<file path="src/rtl/spi_slave_gen.sv">
// SPI slave frame engine: receives {cmd[1:0], payload} frames on MOSI,
// tracks a pending read address and returns memory read data on MISO.
// The first wire bit of a frame selects write (0) or read (1); with LSB_FIRST
// the received bits fill rx_data from bit 0 upward, otherwise from the top.
module spi_slave_gen #(
    parameter int unsigned DATA_W    = 8,
    parameter bit          LSB_FIRST = 1'b0
) (
    input  logic              clk,
    input  logic              rst_n,
    input  logic              SS_n,
    input  logic              MOSI,
    output logic              MISO,
    output logic [DATA_W+1:0] rx_data,
    output logic              rx_valid,
    input  logic [DATA_W-1:0] tx_data,
    input  logic              tx_valid,
    output logic              rd_pending,
    output logic              frame_err
);

    localparam int unsigned FW = DATA_W + 2;
    localparam int unsigned CW = $clog2(FW);

    typedef enum logic [2:0] {
        StIdle, StChkCmd, StWrite, StReadAdd, StReadData, StTxWait, StTxShift, StDone
    } state_t;

    state_t          state;
    logic [CW-1:0]   bit_cnt;
    logic [FW-1:0]   rx_shreg;
    logic [DATA_W-1:0] tx_shreg;

    logic [FW-1:0]   rx_first;
    logic [FW-1:0]   rx_next;
    logic            tx_first_bit;
    logic [DATA_W-1:0] tx_after_first;
    logic            tx_cur_bit;
    logic [DATA_W-1:0] tx_after_cur;
    logic            abort;

    // Bit-order dependent shift values for receive and transmit paths
    always_comb begin
        rx_first       = '0;
        rx_next        = '0;
        tx_first_bit   = 1'b0;
        tx_after_first = '0;
        tx_cur_bit     = 1'b0;
        tx_after_cur   = '0;
        if (LSB_FIRST) begin
            rx_first       = {MOSI, {(FW-1){1'b0}}};
            rx_next        = {MOSI, rx_shreg[FW-1:1]};
            tx_first_bit   = tx_data[0];
            tx_after_first = tx_data >> 1;
            tx_cur_bit     = tx_shreg[0];
            tx_after_cur   = tx_shreg >> 1;
        end else begin
            rx_first       = {{(FW-1){1'b0}}, MOSI};
            rx_next        = {rx_shreg[FW-2:0], MOSI};
            tx_first_bit   = tx_data[DATA_W-1];
            tx_after_first = tx_data << 1;
            tx_cur_bit     = tx_shreg[DATA_W-1];
            tx_after_cur   = tx_shreg << 1;
        end
    end

    // SS_n rising while a frame or transmit is in flight aborts it
    always_comb begin
        abort = SS_n && (state inside {StChkCmd, StWrite, StReadAdd, StReadData,
                                       StTxWait, StTxShift});
    end

    // Frame FSM with registered outputs
    always_ff @(posedge clk or negedge rst_n) begin
        if (!rst_n) begin
            state      <= StIdle;
            bit_cnt    <= '0;
            rx_shreg   <= '0;
            tx_shreg   <= '0;
            MISO       <= 1'b0;
            rx_data    <= '0;
            rx_valid   <= 1'b0;
            rd_pending <= 1'b0;
            frame_err  <= 1'b0;
        end else begin
            rx_valid  <= 1'b0;
            frame_err <= 1'b0;
            if (abort) begin
                // Partial frame is dropped; rd_pending is deliberately kept
                state     <= StIdle;
                frame_err <= 1'b1;
                bit_cnt   <= '0;
                rx_shreg  <= '0;
                tx_shreg  <= '0;
                MISO      <= 1'b0;
            end else begin
                unique case (state)
                    StIdle: begin
                        MISO <= 1'b0;
                        if (!SS_n) begin
                            state    <= StChkCmd;
                            bit_cnt  <= '0;
                            rx_shreg <= '0;
                        end
                    end
                    StChkCmd: begin
                        rx_shreg <= rx_first;
                        bit_cnt  <= CW'(FW - 2);
                        if (!MOSI) begin
                            state <= StWrite;
                        end else if (rd_pending) begin
                            state <= StReadData;
                        end else begin
                            state <= StReadAdd;
                        end
                    end
                    StWrite, StReadAdd, StReadData: begin
                        rx_shreg <= rx_next;
                        if (bit_cnt == '0) begin
                            rx_data  <= rx_next;
                            rx_valid <= 1'b1;
                            if (state == StReadData) begin
                                state <= StTxWait;
                            end else begin
                                state <= StDone;
                            end
                            if (state == StReadAdd) begin
                                rd_pending <= 1'b1;
                            end
                        end else begin
                            bit_cnt <= bit_cnt - CW'(1);
                        end
                    end
                    StTxWait: begin
                        MISO <= 1'b0;
                        if (tx_valid) begin
                            MISO     <= tx_first_bit;
                            tx_shreg <= tx_after_first;
                            bit_cnt  <= CW'(DATA_W - 1);
                            state    <= StTxShift;
                        end
                    end
                    StTxShift: begin
                        if (bit_cnt == '0) begin
                            // Last bit has been on MISO for a full cycle
                            MISO       <= 1'b0;
                            rd_pending <= 1'b0;
                            state      <= StDone;
                        end else begin
                            MISO     <= tx_cur_bit;
                            tx_shreg <= tx_after_cur;
                            bit_cnt  <= bit_cnt - CW'(1);
                        end
                    end
                    StDone: begin
                        MISO <= 1'b0;
                        if (SS_n) begin
                            state <= StIdle;
                        end
                    end
                    default: begin
                        state <= StIdle;
                        MISO  <= 1'b0;
                    end
                endcase
            end
        end
    end

endmodule

</file>
<file path="config.mk">
export PLATFORM = sky130hd
export DESIGN_NAME = spi_slave_gen
export DESIGN_NICKNAME = d
export VERILOG_FILES = /design/src/rtl/spi_slave_gen.sv
export SDC_FILE = /design/constraint.sdc
export NUM_CORES = 1
export LEC_CHECK = 0
export CAP_MARGIN = 40
export CORE_AREA = 2 2 71 73
export CTS_CLUSTER_SIZE = 16
export DETAILED_ROUTE_END_ITERATION = 6
export DIE_AREA = 0 0 73 75
export HOLD_SLACK_MARGIN = 0.05
export PLACE_DENSITY = 0.68
export SLEW_MARGIN = 15
export SYNTH_ARGS = -nofsm -noshare
export SYNTH_HDL_FRONTEND = slang
export SYNTH_SLANG_ARGS = --single-unit
</file>
<file path="constraint.sdc">
create_clock -name clk -period 1.9 [get_ports clk]
set_input_delay 0.285 -clock clk [delete_from_list [all_inputs] [get_ports clk]]
set_output_delay 0.285 -clock clk [all_outputs]
set_load 0.02 [all_outputs]
</file>
[Yosys cells after proc, flatten, opt, wreduce, memory -nomap -nowiden]
Index checks and enable logic that the tools add are counted.
Cells by class
  reduce and logical (&&, ||, !) cells: 18
  equality and inequality tests: 17
  add/sub/neg operators: 1
  bitwise gates (word level): 1
  mux-type cells: 34
Operators with widths (number)
  $pmux W9 S3: 1
  $mux W3: 8
  $mux W8: 3
  $mux W9: 2
  $ne A3 B3 Y1 const B: 6
  $pmux W3 S6: 1
  $mux W4: 4
  $pmux W4 S4: 1
  $pmux W8 S2: 1
  $eq A3 B3 Y1 const B: 4
  $mux W1: 10
  $reduce_and A5 Y1: 2
  $reduce_bool A4 Y1: 2
  $eq A3 B2 Y1 const B: 2
  $reduce_and A3 Y1: 2
  $reduce_bool A6 Y1: 1
  $reduce_bool A5 Y1: 1
  $logic_not A4 Y1: 1
  $ne A2 B2 Y1 const B: 2
  $reduce_and A4 Y1: 1
  $reduce_or A4 Y1: 1
  $sub A4 B1 Y4 const B: 1
  $eq A3 B1 Y1 const B: 1
  $logic_not A3 Y1: 1
  other kinds (12): 12
Word-level totals
  input port bits: 13
  flip-flop bits (word level): 38

[Longest topological paths before layout]
Gate-level depths: netlist of the first run.
  depth in word-level cells: 5
  gate-level depth with buffers: 7

[Worst setup path before layout of the first run]
Ideal clock, no wire load.
  path kind: flip-flop to flip-flop
  start: reg bit_cnt[0]
  end: reg rx_data[0]
  period minus slack after synthesis: 1867 ps
  setup time: 125 ps
  stages on the path, launching flop included: 8
  data required time: 1775 ps
  slack: 33 ps
  arrival: 1742 ps
  cell sequence: dfrtp_1 -> inv_1 -> ha_1 -> or3b_1 -> buf_2 -> nor3_4 -> buf_6 -> mux2_2
On the way
  longest elaborated chain between the ends: 2
RTL lines
  from (decl): line 30  | logic [CW-1:0] bit_cnt;
  from (signal assigned): line 108  | bit_cnt <= CW'(FW - 2);
  from (signal assigned): line 131  | bit_cnt <= bit_cnt - CW'(1);
  from (signal assigned): line 139  | bit_cnt <= CW'(DATA_W - 1);
  $logic_not A4 Y1: line 119  | if (bit_cnt == '0) begin
  $reduce_and A3 Y1 (no source line)
  to (signal assigned): line 120  | rx_data <= rx_next;
  to (decl): line 14  | output logic [DATA_W+1:0] rx_data,
Every way passes these cells.
A chain may end at the register's enable or synchronous reset.

[Worst setup path after layout of the first run]
  start: reg bit_cnt[0]
  end: reg tx_shreg[2]
On the way
  longest elaborated chain between the ends: 3
RTL lines
  $logic_not A4 Y1: line 144  | if (bit_cnt == '0) begin
  $ne A3 B3 Y1 (no source line)
  $reduce_and A3 Y1 (no source line)
  to (signal assigned): line 138  | tx_shreg <= tx_after_first;
  to (signal assigned): line 151  | tx_shreg <= tx_after_cur;
  to (decl): line 32  | logic [DATA_W-1:0] tx_shreg;
Every way passes these cells.

==> flow_summary.ini, run 1 <==
[run_status]
status = finished, final reports clean

[floorplan]
die_h_um = 75
start_util = 0.4368
die_w_um = 73
die_area_um2 = 5475
ioPinCount = 27
rows = 25
core_area_um2 = 4661

[finish]
syn_to_final_growth_pct = 33.80
layoutNonFillerInstCount = 304
layout_common_cells = dfrtp_1 (37), buf_4 (26), clkdlybuf4s50_1 (25)
layout-drive-gt1-share = 0.2560
diodes = 0
layout_commonest_cell = dfrtp_1
final_area_um2 = 2724
num-fill-cells = 412
nets = 264

[placed_design]
globalplace.congestion = 0.8857
dpl.hpwl_mm = 3.118
placed_cells = 293
place_ws_ps = -157.1
placed_area_um2 = 2507
io_buffers = 26

[synthesis]
synth_cells = 201
ys_seq_elements = 37
synth_fp_nets = 216
netlist_area_um2 = 2036
syn_area_per_cell_um2 = 10.13
yosysSeqAreaShare = 0.4548
ys_types = 35
ys_warn_count = 0

[global_route]
grt_pass1_vias = 1594
grt_max_degree = 38
grt_pass1_wl_mm = 7.548
antenna_found_initial = 0
grt_use_total = 0.1787
grt.overflow.total = 0

[worst_hold_path]
hold_class = flop to flop
whs_path_depth = 1
min_from = tx_shreg[5]$_DFFE_PN0P_
hold_end = tx_shreg[5]$_DFFE_PN0P_

[sta]
rsz0062_at_grt = true
finClkSkew_ps = 8.308
fin_crit_ps = 1892
layout_setup_ws_ps = 8.324
hold_viol = 0
finalSetupViolCount = 0
max_slew_margin = 0.6062
setup_tns_ps = 0
max_slew.worst_pin.slew_ps = 586.8
drv_slew = 0
period_share = 0.9956
clock.fmax_mhz = 528.6

[route]
drt_first_pass_iters = 4
wire_per_inst_um = 14.92
num_vias = 1718
drc = 0
viasPerCell = 5.651
antenna_left = 0
drt-total-wl_mm = 4.536
drt-initial-drc-count = 111

[worst_setup_path]
rr_startpoint = bit_cnt[0]$_DFFE_PN0P_
start_kind = flop
cp-end-kind = flop
timing.rr.end = tx_shreg[2]$_DFFE_PN0P_
cp_data_required_time_ps = 2080
reg2reg_slack_ps = 8
worstPathMaxFanout = 7
arrival_ps = 2070
reg2reg_depth = 7
worstSetupPathType = flop to flop

[power]
peakVddDrop_uv = 861.1
p_int_mw = 2.722
swShare = 0.3790
p_total_mw = 4.383
clkPwrFrac = 0.166
p_seq_frac = 0.314
p_comb_frac = 0.520
p_leak_nw = 1.220
p_switching_mw = 1.661
power-per-cell-area_nw_per_um2 = 1609

[clock_tree]
cts_tree = done
clk_latency_ps = 300
clockRootBuffer = clkbuf_8
cts-buffers-inserted = 5
clock_path_buffers = 2
path_clk_slew_ps = 80
cts_sinks = 37
htree_levels = 2

[run]
max-cap-violations = 0
-- layer usage --
layer,up-vias,wire length [um],part of all wire,track usage
li1,842,-,-,-
met1,831,2277,0.50,0.2579
met2,43,2040,0.45,0.2683
met3,2,203,0.045,0.04418
met4,0,14,0.0031,0.04938
met5,-,0,0,0
-- state kept, by name, summed over array words and instances (netlist names) --
register / cells
rx_data: 10
rx_shreg: 9
tx_shreg: 7
bit_cnt: 4
state: 3
MISO: 1
frame_err: 1
rd_pending: 1
rx_valid: 1
-- final cells by class --
type	instances	area [um2]	area share
Clock buffer	6	82.58	0.03032
Inverter	7	26.28	0.009646
Tap cell	54	67.56	0.02480
Clock inverter	2	37.54	0.01378
Sequential cell	37	925.9	0.3399
Timing Repair Buffer	56	511.7	0.1879
Multi-Input combinational cell	142	1072	0.3937
-- Yosys cell counts (all sizes together) --
library cell	instances	area, um2
nor3b	2	15.01
dfrtp	37	925.9
nand3b	3	22.52
a211oi	2	25.02
a221oi	16	140.1
mux2	18	202.7
clkbuf	4	15.01
a31oi	3	18.77
o22ai	3	18.77
o311ai	1	8.760
o32ai	2	17.52
or4b	1	10.01
nor2b	4	25.02
a311oi	2	17.52
or2	1	8.760
nand4	1	6.260
nand2	7	26.28
a21o	1	7.510
nor3	8	51.30
o211a	2	20.02
mux2i	7	70.07
nor2	24	90.09
buf	11	63.81
nand3	5	25.02
o31ai	3	22.52
or3b	1	8.760
nand2b	5	31.28
o21ai	10	50.04
a21oi	8	40.04
ha	2	25.02
inv	7	26.28
-- power by group through the flow --
stage / Clock (mW) / Combinational (mW) / Sequential, mW
after global routing: 0.778 / 2.48 / 1.43
after detailed placement: 0 / 2.08 / 1.38
after CTS: 0.746 / 2.14 / 1.37
after floorplan: 0 / 1.20 / 1.46
final: 0.726 / 2.28 / 1.38
after global placement: 0 / 2.05 / 1.37
-- what timing repair did --
| action | 4_1_cts | 5_1_grt |
|---|---|---|
| hold buffers | 1 | 0 |
| buffers inserted | 1 | 1 |
| setup endpoints to repair | 19 | 20 |
| resized for setup | 3 | 16 |
| hold endpoints to repair | 29 | 0 |
| pin swaps | 0 | 2 |
-- through the flow --
stage / hold slack (ps) / utilization
6_report: 509.1 / 0.5844
5_1_grt: 534.5 / 0.5844
4_1_cts: 511.6 / 0.5697
3_5_place_dp: 362.4 / 0.5380
3_3_place_gp: 357.0 / 0.5380
2_1_floorplan: -10.59 / -
-- worst max path at each step --
stage,startpoint,end
floorplan,bit_cnt[0]$_DFFE_PN0P_,rx_data[0]$_DFFE_PN0P_
global placement,SS_n,tx_shreg[5]$_DFFE_PN0P_
finish,bit_cnt[0]$_DFFE_PN0P_,tx_shreg[2]$_DFFE_PN0P_
detailed placement,SS_n,tx_shreg[2]$_DFFE_PN0P_
CTS,bit_cnt[0]$_DFFE_PN0P_,rx_data[2]$_DFFE_PN0P_
global route,bit_cnt[0]$_DFFE_PN0P_,tx_shreg[3]$_DFFE_PN0P_
-- cells by family after synthesis --
logic type                 after synthesis  share of synthesized area
and+or+nand+nor                         62                     0.1573
AOI/OAI and AO/OA                       53                     0.1899
muxes                                   25                     0.1340
adders and majority gates                2                    0.01229
DFF                                     37                     0.4548
buffers and inverters                   22                    0.05163
-- critical path: stages, from the launching register on --
cell and delay [ps]:
dfrtp_1 390, inv_2 80, ha_4 130, or3b_4 420, a211oi_4 270, a211oi_4 70
buf_6 140, mux2_2 260
Power figures use the tool's default switching activity.
==> inputs of run 2 (changes only) <==
CORE_AREA = 2 2 75 77   (was 2 2 71 73)
DIE_AREA = 0 0 77 79   (was 0 0 73 75)
PLACE_DENSITY = default   (was 0.68)
==> flow_summary.ini, run 2 (same netlist as run 1, synthesis figures left out) <==
[clock_tree]
path_clk_slew_ps = 80
clockRootBuffer = clkbuf_8
htree_levels = 2
clock_path_buffers = 2
clk_latency_ps = 290
cts_tree = done
cts_sinks = 37
cts-buffers-inserted = 5

[finish]
largest-register = rx_data
largest_reg_flops = 10
layout_common_cells = dfrtp_1 (37), clkdlybuf4s50_1 (25), buf_4 (25)
layoutNonFillerInstCount = 322
layout_commonest_cell = dfrtp_1
top_regs = rx_data (10), rx_shreg (9), tx_shreg (7)
nets = 264
syn_to_final_growth_pct = 34.60
layout-drive-gt1-share = 0.2600
diodes = 0
final_area_um2 = 2740

[worst_setup_path]
rr_startpoint = bit_cnt[0]$_DFFE_PN0P_
worstSetupStartpoint = bit_cnt[0]$_DFFE_PN0P_
worstSetupPathType = flop to flop
reg2reg_depth = 7
start_kind = flop
cp_data_required_time_ps = 2080
endpoint = tx_shreg[3]$_DFFE_PN0P_
cp-end-kind = flop
reg2reg_slack_ps = 10
arrival_ps = 2070
worstPathMaxFanout = 7
timing.rr.end = tx_shreg[3]$_DFFE_PN0P_

[placed_design]
placed_cells = 312
place_ws_ps = -241.1
dpl.hpwl_mm = 3.229
globalplace.congestion = 0.8078
io_buffers = 26
placed_area_um2 = 2550

[floorplan]
die_w_um = 77
die_h_um = 79
rows = 27
ioPinCount = 27
die_area_um2 = 6083
start_util = 0.3814
core_area_um2 = 5338

[sta]
finalSetupViolCount = 0
hold_viol = 0
layout_setup_ws_ps = 10.52
rsz0062_at_grt = true
max_slew_margin = 0.6381
finClkSkew_ps = 6.098
clock.fmax_mhz = 529.2
setup_tns_ps = 0
fin_crit_ps = 1889
drv_slew = 0
period_share = 0.9945
max_slew.worst_pin.slew_ps = 540.8

[route]
drt-total-wl_mm = 4.765
viasPerCell = 5.463
drt_first_pass_iters = 4
drt-initial-drc-count = 134
antenna_left = 0
drc = 0
wire_per_inst_um = 14.80
num_vias = 1759

[global_route]
antenna_found_initial = 0
grt.overflow.total = 0
grt_use_total = 0.1637
grt_pass1_wl_mm = 7.900
grt_max_degree = 38
grt_pass1_vias = 1654

[worst_hold_path]
hold_class = flop to flop
min_from = rx_data[4]$_DFFE_PN0P_

[power]
power-per-cell-area_nw_per_um2 = 1527
p_total_mw = 4.184
p_leak_nw = 1.217
peakVddDrop_uv = 741.5

[run_status]
status = finished, final reports clean

[run]
max-cap-violations = 0
run 2: power breakdown:
part / total (mW) / switching (mW) / internal (mW)
combinational: 2.24 / 1.09 / 1.14
sequential: 1.31 / 0.230 / 1.08
clock: 0.638 / 0.303 / 0.335
total: 4.18 / 1.63 / 2.56
run 2: worst min path at each step:
| stage | endpoint | cells past startpoint |
|---|---|---|
| after floorplan | MISO$_DFFE_PN0P_ | 0 |
| after global placement | rx_data[7]$_DFFE_PN0P_ | 2 |
| after detailed placement | rx_data[7]$_DFFE_PN0P_ | 2 |
| after CTS | rx_data[4]$_DFFE_PN0P_ | 1 |
| after global routing | tx_shreg[5]$_DFFE_PN0P_ | 1 |
| final | rx_data[4]$_DFFE_PN0P_ | 1 |
run 2: layout make-up:
type | count | area, um2
multi-input combinational | 142 | 1069
timing repair buffer | 56 | 524.3
fill | 545 | 2597
tap | 72 | 90.09
sequential | 37 | 925.9
clock inverter | 1 | 8.758
inverter | 7 | 26.28
clock buffer | 7 | 96.34
run 2: worst max-delay path, stage by stage (launching register included):
cell,delay (ps)
dfrtp_1,390
inv_2,80
ha_4,130
or3b_4,430
a211oi_4,290
a211oi_4,50
buf_6,140
mux2_2,270
run 2: metrics by stage:
stage,hold slack (ps),utilization
final,513.5,0.5134
after global routing,527.1,0.5134
after CTS,513.3,0.5012
after detailed placement,367.6,0.4777
after global placement,363.0,0.4777
after floorplan,-10.59,-
run 2: per-layer routing:
metal  part of all wire  track usage
met1               0.46       0.2247
met2               0.48       0.2544
met3              0.052      0.03864
met4             0.0094      0.05893
met5                  0            0
run 2: repair_timing:
item	CTS	global route
resized for setup	3	15
setup endpoints to repair	18	18
hold buffers	1	0
setup buffers	0	1
hold endpoints to repair	16	0
